==> src/rtl/uart_tx_fifo.sv <==
// Buffered 8-N-1 UART transmitter: FIFO_DEPTH-entry byte FIFO feeding a tick-driven shifter, LSB first.
// o_ready drops while the FIFO is full (pushes then dropped); define UART_TX_PARITY_EN for an even parity bit.
module uart_tx_fifo #(
  parameter int FIFO_DEPTH = 4
) (
  input  logic       i_clock,
  input  logic       i_reset,
  input  logic       i_baud_clock,
  input  logic [7:0] i_data,
  input  logic       i_request,
  output logic       o_ready,
  output logic       o_busy,
  output logic       o_tx
);

  localparam int AW = $clog2(FIFO_DEPTH);
  localparam int PW = AW + 1;

  if ((FIFO_DEPTH < 2) || ((FIFO_DEPTH & (FIFO_DEPTH - 1)) != 0)) begin : g_depth_check
    $error("FIFO_DEPTH must be a power of two and at least 2");
  end

  typedef enum logic [2:0] {
    S_IDLE   = 3'd0,
    S_START  = 3'd1,
    S_DATA   = 3'd2,
`ifdef UART_TX_PARITY_EN
    S_PARITY = 3'd3,
`endif
    S_STOP   = 3'd4
  } state_t;

  state_t          state_q, state_d;
  logic            baud_prev_q;
  logic [7:0]      shift_q, shift_d;
  logic [2:0]      bit_cnt_q, bit_cnt_d;
  logic            tx_q, tx_d;
  logic [PW-1:0]   wr_ptr_q, wr_ptr_d;
  logic [PW-1:0]   rd_ptr_q, rd_ptr_d;
  logic [PW-1:0]   count_q, count_d;
  logic [7:0]      fifo_mem_q [FIFO_DEPTH];
`ifdef UART_TX_PARITY_EN
  logic            parity_q, parity_d;
`endif

  logic            tick;
  logic            fifo_empty;
  logic            push;
  logic            pop;
  logic [7:0]      head;

  assign tick       = i_baud_clock & ~baud_prev_q;
  assign fifo_empty = (count_q == '0);
  assign o_ready    = (count_q < PW'(FIFO_DEPTH));
  assign push       = i_request & o_ready;
  assign head       = fifo_mem_q[rd_ptr_q[AW-1:0]];
  // A new frame launches from IDLE or at the end of a stop bit, which keeps back-to-back frames gapless.
  assign pop        = tick & ~fifo_empty & ((state_q == S_IDLE) | (state_q == S_STOP));

  always_comb begin
    wr_ptr_d = wr_ptr_q + PW'(push);
    rd_ptr_d = rd_ptr_q + PW'(pop);
    count_d  = count_q;
    case ({push, pop})
      2'b10:   count_d = count_q + PW'(1);
      2'b01:   count_d = count_q - PW'(1);
      default: count_d = count_q;
    endcase
  end

  always_ff @(posedge i_clock) begin
    if (push) begin
      fifo_mem_q[wr_ptr_q[AW-1:0]] <= i_data;
    end
  end

  // State register; baud_prev keeps tracking during reset so release cannot fake a tick.
  always_ff @(posedge i_clock) begin
    baud_prev_q <= i_baud_clock;
    if (i_reset) begin
      state_q   <= S_IDLE;
      shift_q   <= '0;
      bit_cnt_q <= '0;
      tx_q      <= 1'b1;
      wr_ptr_q  <= '0;
      rd_ptr_q  <= '0;
      count_q   <= '0;
`ifdef UART_TX_PARITY_EN
      parity_q  <= 1'b0;
`endif
    end else begin
      state_q   <= state_d;
      shift_q   <= shift_d;
      bit_cnt_q <= bit_cnt_d;
      tx_q      <= tx_d;
      wr_ptr_q  <= wr_ptr_d;
      rd_ptr_q  <= rd_ptr_d;
      count_q   <= count_d;
`ifdef UART_TX_PARITY_EN
      parity_q  <= parity_d;
`endif
    end
  end

  always_comb begin
    state_d = state_q;
    if (tick) begin
      case (state_q)
        S_IDLE: begin
          if (!fifo_empty) state_d = S_START;
        end
        S_START: state_d = S_DATA;
        S_DATA: begin
          if (bit_cnt_q == 3'd7) begin
`ifdef UART_TX_PARITY_EN
            state_d = S_PARITY;
`else
            state_d = S_STOP;
`endif
          end
        end
`ifdef UART_TX_PARITY_EN
        S_PARITY: state_d = S_STOP;
`endif
        S_STOP: state_d = fifo_empty ? S_IDLE : S_START;
        default: state_d = S_IDLE;
      endcase
    end
  end

  always_comb begin
    shift_d   = shift_q;
    bit_cnt_d = bit_cnt_q;
    tx_d      = tx_q;
`ifdef UART_TX_PARITY_EN
    parity_d  = parity_q;
`endif
    if (tick) begin
      case (state_q)
        S_IDLE, S_STOP: begin
          if (!fifo_empty) begin
            shift_d  = head;
            tx_d     = 1'b0;
`ifdef UART_TX_PARITY_EN
            parity_d = ^head;
`endif
          end else begin
            tx_d = 1'b1;
          end
        end
        S_START: begin
          tx_d      = shift_q[0];
          bit_cnt_d = 3'd0;
        end
        S_DATA: begin
          if (bit_cnt_q != 3'd7) begin
            shift_d   = shift_q >> 1;
            tx_d      = shift_q[1];
            bit_cnt_d = bit_cnt_q + 3'd1;
          end else begin
`ifdef UART_TX_PARITY_EN
            tx_d = parity_q;
`else
            tx_d = 1'b1;
`endif
          end
        end
`ifdef UART_TX_PARITY_EN
        S_PARITY: tx_d = 1'b1;
`endif
        default: tx_d = 1'b1;
      endcase
    end
  end

  assign o_tx   = tx_q;
  assign o_busy = (state_q != S_IDLE) | (count_q != '0);

endmodule

==> config.mk <==
export PLATFORM = sky130hd
export DESIGN_NAME = uart_tx_fifo
export DESIGN_NICKNAME = d
export VERILOG_FILES = /design/src/rtl/uart_tx_fifo.sv
export SDC_FILE = /design/constraint.sdc
export NUM_CORES = 1
export LEC_CHECK = 0
export CAP_MARGIN = 30
export CORE_MARGIN = 2
export CORE_UTILIZATION = 60
export CTS_BUF_LIST = sky130_fd_sc_hd__clkbuf_8
export DETAILED_ROUTE_END_ITERATION = 10
export DONT_BUFFER_PORTS = 1
export GPL_ROUTABILITY_DRIVEN = 0
export PLACE_DENSITY = 0.83
export SLEW_MARGIN = 20
export SYNTH_ARGS = -nofsm -noshare
export SYNTH_HDL_FRONTEND = slang
export SYNTH_SLANG_ARGS = --single-unit
==> constraint.sdc <==
create_clock -name i_clock -period 2.6 [get_ports i_clock]
set_input_delay 0.65 -clock i_clock [delete_from_list [all_inputs] [get_ports i_clock]]
set_output_delay 0.65 -clock i_clock [all_outputs]
set_load 0.005 [all_outputs]
Word-level counts from Yosys, hierarchy flattened. Memory sizes are Yosys's and may differ from the RTL's. A register that Yosys moved wholly into a read port is not among the register bits. Cells that the tools add are included.

$add $sub $neg: 5. Multiply operators: 0. Div/mod/pow operators: 0. Order comparisons: 1. Eq/ne operators: 11. Shift operators: 0. Multiplexer cells: 16. Bitwise logic cells: 8. Reduce and logical (&&, ||, !) cells: 11.

Operator list (number): $mux 8 (2); $pmux 8 s2 (1); $pmux 3 s2 (2); $pmux 3 s4 (1); $mux 3 (3); $ne 2x2->1 const B (4); $add 3x1->3 (2); $add 3x1->3 const B (2); $eq 3x3->1 const B (2); $logic_not 3->1 (2); $reduce_and 3->1 (2); $reduce_bool 2->1 (3); $reduce_bool 3->1 (2); $mux 1 (5); $and 1x1->1 (4); $reduce_and 4->1 (1); $eq 3x1->1 const B (1); $eq 3x2->1 const B (1); $lt 3x3->1 const B (1); $ne 3x3->1 const B (1); $pmux 1 s3 (1); $sub 3x1->3 const B (1); $eq 2x1->1 const B (1); $eq 2x2->1 const B (1); other kinds (4) (6).

Bits in registers: 25. Latch bits: 0. Bits in writable memories: 32. ROM bits: 0. Bits of input ports: 12. Logic and storage cells: 61. Memories: 1.

Memory list: fifo_mem_q (words 4, bits a word 8, read ports 1, clocked after memory_dff 1, wr ports 1, RTL line 41) `logic [7:0] fifo_mem_q [FIFO_DEPTH];`.

Logic depth before layout (Yosys ltp).
Depth in word-level cells: 6. Mapped depth: 9. Depth with buffers taken out: 8.

Worst setup path after synthesis. Ideal clock, no wire load.

Path type: input-to-reg. Start: in i_baud_clock. End: reg count_q[2]. Library setup time: 0.071 ns. Arrival: 2.364 ns. Setup slack: 0.165 ns. Stages: 9. Path through: nand2b_4 > buf_6 > nor4_1 > ha_1 > inv_1 > fa_1 > xor2_1 > or3_1 > a21oi_1.

Word-level cells in the longest chain between the ends: 5. Elaborated cells between the ends (all ways): 7. Those cells by class: 2 x eq/ne; 1 x mux; 3 x bitwise; 1 x reduce/logical.

Ends and longest elaborated chain: start: declaration (RTL line 8) `input logic i_baud_clock,`; $and 1x1->1 (*) (RTL line 52) `assign tick = i_baud_clock & ~baud_prev_q;`; $and 1x1->1 (*) (2 in series) (RTL line 58) `assign pop = tick & ~fifo_empty & ((state_q == S_IDLE) | (state_q == S_STOP));`; $eq 2x1->1 or $eq 2x2->1 (tied branches) (RTL line 64) `case ({push, pop})`; $pmux 3 s2 or $reduce_bool 2->1 (tied branches); end signal: assignment (RTL line 98) `count_q <= count_d;`; end: declaration (RTL line 40) `logic [PW-1:0] count_q, count_d;`.

Every way passes the cells marked *; elsewhere a longest branch is shown, timed or not. A chain may end at the register's enable or synchronous reset.

Final worst setup path.
Start: reg state_q[0]. End: reg count_q[2].

Word-level cells in the longest chain between the ends: 5. Elaborated cells between the ends (all ways): 8. Those cells by class: 3 x eq/ne; 1 x mux; 2 x bitwise; 2 x reduce/logical.

Ends and longest elaborated chain: start: declaration (RTL line 33) `state_t state_q, state_d;`; start signal: assignment (RTL line 92) `state_q <= state_d;`; $eq 3x3->1 or $logic_not 3->1 (tied branches) (RTL line 58); $or 1x1->1 (*) (RTL line 58); $and 1x1->1 (*) (RTL line 58); $eq 2x1->1 or $eq 2x2->1 (tied branches) (RTL line 64); $pmux 3 s2 or $reduce_bool 2->1 (tied branches).

Marks and branches as above.

==> reports/qor.yml <==
area_delta_synth_final_pct: 5.30
fin_skew_ns: 0.00369
core_region_area_mm2: 0.00369
final_max_slew_violation_count: 0
drc_errors: 0
synthCells: 173
num_antenna_cells: 0
max_freq_ghz: 0.439
globalRouteMet1Util_pct: 21.5
cts.path.max_buffers: 2
num-nets-final: 193
iteration_count_of_the_initial_detailed_routing_pass: 5
die_y_um: 66.1
number_of_global_route_vias_before_repair: 1378
yosysWarningCount: 0
netlist_top_cells_area: "sky130_fd_sc_hd__edfxtp_1 (42%), sky130_fd_sc_hd__dfxtp_1 (20%), sky130_fd_sc_hd__mux4_2 (7.8%)"
final_util_pct: 66.0
die_w_um: 66.1
routed-via-count: 1337
cts_tree: "done"
groute.layer.met3.usage_pct: 5.79
path_buf_inv: 1
critical-path-top-delay-family: "simple AND/OR/NAND/NOR gates"
slew_headroom_pct: 62.7
synthesis.area_per_instance_um2: 13.4
design_area_mm2: 0.00244
worstMarginPinSlew_ns: 0.559
synth.top_cell.area_share_pct: 41.5
drtIter0Drc: 128
pwr_density_cell_mw_per_mm2: 736
globalRoute.busiestLayer: "met2"
post_synth_num_cell_types: 39
grt_pass1_wl_um: 6290
worst_path_cell_trace: "nor4_1, ha_1, inv_1, fa_1, xor2_1, or3_1, a21oi_1"
path_max_fanout: 13
gr-total-overflow: 0
ir_worst_vdd_v: 0.000414
post_route_cells_drive_above_1_share_pct: 15.3
half_perimeter_wire_length_of_the_detailed_placement_result_um: 2570
route.detailed.wl_per_inst_um: 16.5
cellLeakagePower_nw: 0.821
synth_seq_cells: 55
place.port_buffers: 0
hold_path.class: "in -> reg"
detail_route_antenna_nets: 0
cts_resized: 0
postCtsSetupRepairBufs: 0
cts.clk_slew.worst_paths_ns: 0.09
critical_path_start_end_classification: "reg -> reg"
ios: 15
synthDominantAreaCellType: "sky130_fd_sc_hd__edfxtp_1"
tritoncts_num_sinks: 55
netlist_area_before_placement_mm2: 0.00231
avgViaCountPerCell: 5.97
critical_path.endpoint_type: "register"
critPathMaxStageDelay_ns: 0.45
design.die.area_mm2: 0.00437
syn_nets: 191
grtUsageTotal_pct: 19.7
timing.final.crit_period_ns: 2.28
synth_seq_area_share_pct: 61.4
report.final.setup_viol: 0
period_share_pct: 87.7
max_cap_viol_count: 0
placementRows: 22
most-common-layout-cells: "sky130_fd_sc_hd__edfxtp_1 (32), sky130_fd_sc_hd__dfxtp_1 (23), sky130_fd_sc_hd__nand2_1 (19), sky130_fd_sc_hd__nor2_1 (17), sky130_fd_sc_hd__mux4_2 (8)"
initial_core_util_pct: 62.7
worstPathArrival_ns: 2.51
drt-total-wl_um: 3700
cts-htree-levels: 2
run_status: "finished, final reports clean"
dpl_cell_area_mm2: 0.00235
crit_required_ns: 2.83
largest_net_degree_at_the_start_of_global_routing: 23
final_hold_viol_count: 0
clock-root-buffer: "sky130_fd_sc_hd__clkbuf_8"
layout_commonest_cell: "sky130_fd_sc_hd__edfxtp_1"
timing.critical_path.from_type: "register"
cts_hold_buffers: 0
fin_setup_tns_ns: 0
groute.layer.met2.usage_pct: 35.1
hold_slack_ns: 0.372
cts_inserted_buffers: 5
unrepaired_setup_endpoints_after_global_routing: "no"
clk-insertion-delay-late_ns: 0.29
crit_path_top_delay_cell: "sky130_fd_sc_hd__dfxtp_1"
antenna_found_initial: 0
-- layer usage --
metal	part of all wire, %	up-vias
met2	53	44
li1	-	636
met3	4.9	11
met1	40	646
met5	0	-
met4	2.2	0
-- cells in the mapped netlist, drive strengths merged --
cell    count
mux4        8
nor3b       4
a31oi       1
ha          5
or3b        1
a311oi      7
inv         6
dfxtp      23
a22oi       2
o32ai       1
o21a        2
nand2      19
fa          1
nor4b       1
nand2b      2
nor3        5
xnor2       2
buf         7
mux2i       1
xor2        2
nor4        2
a21oi       7
nor2       17
o21ai       5
clkbuf      3
nor2b       3
or3         1
nand3       1
nand4b      1
edfxtp     32
and3        1
-- state kept, by name (all words and copies together), names as in the netlist --
signal and cells:
state_q 3, count_q 3, bit_cnt_q 3, rd_ptr_q 2, o_tx 1, baud_prev_q 1, fifo_mem_q 32, wr_ptr_q 2
shift_q 8
-- cell families (layout without fill, tap and decap cells) --
family,count (synthesis),in the layout,share of synthesized area [%]
AND/OR/NAND/NOR,58,58,14.0
flip-flops,55,55,61.4
AO/OA/AOI/OAI,25,25,7.73
buffers and inverters,16,19,3.57
multiplexers,9,9,8.22
adder cells (fa/ha/maj),6,6,3.57
XOR/XNOR,4,4,1.51
-- final cells by class --
class / count / area [um^2]
well taps: 48 / 60.1
clock buffers: 5 / 68.8
flip-flops and latches: 55 / 1420
fillers: 272 / 1250
clock inverters: 3 / 16.3
multi-input cells: 102 / 810
inverters: 6 / 22.5
repair buffers: 5 / 37.5
-- metrics by stage --
step	worst slack (ns)	cells	total power, mW
final	0.321	224	1.79
after detailed placement	0.176	216	1.38
after global placement	0.272	216	1.36
after global routing	0.149	224	1.89
after CTS	0.340	224	1.81
after floorplan	0.165	173	1.32
-- path summary, 6_finish.rpt --
path,startpoint,end,slack (ns),cells past startpoint
setup / recovery,state_q[0],count_q[2],0.32,7
hold / removal,i_baud_clock,baud_prev_q,0.37,0
setup reg to reg,state_q[0],count_q[2],0.32,7
hold reg to reg,shift_q[7],shift_q[7],0.49,2
-- worst register-to-register path, delay by kind of cell (launching register included) --
kind	cells	cell delay, ns
AOI/OAI and AO/OA	1	0.14
xor gates and xnor gates	1	0.17
adders and majority gates	2	0.63
buffers and inverters	1	0.06
DFF	1	0.45
and+or+nand+nor	2	0.77
-- report_power, final --
group / switching, mW / internal (mW) / total, mW
sequential: 0.0671 / 1.00 / 1.07
clock: 0.248 / 0.185 / 0.433
combinational: 0.147 / 0.144 / 0.291
(Power assumes the default switching activity.)
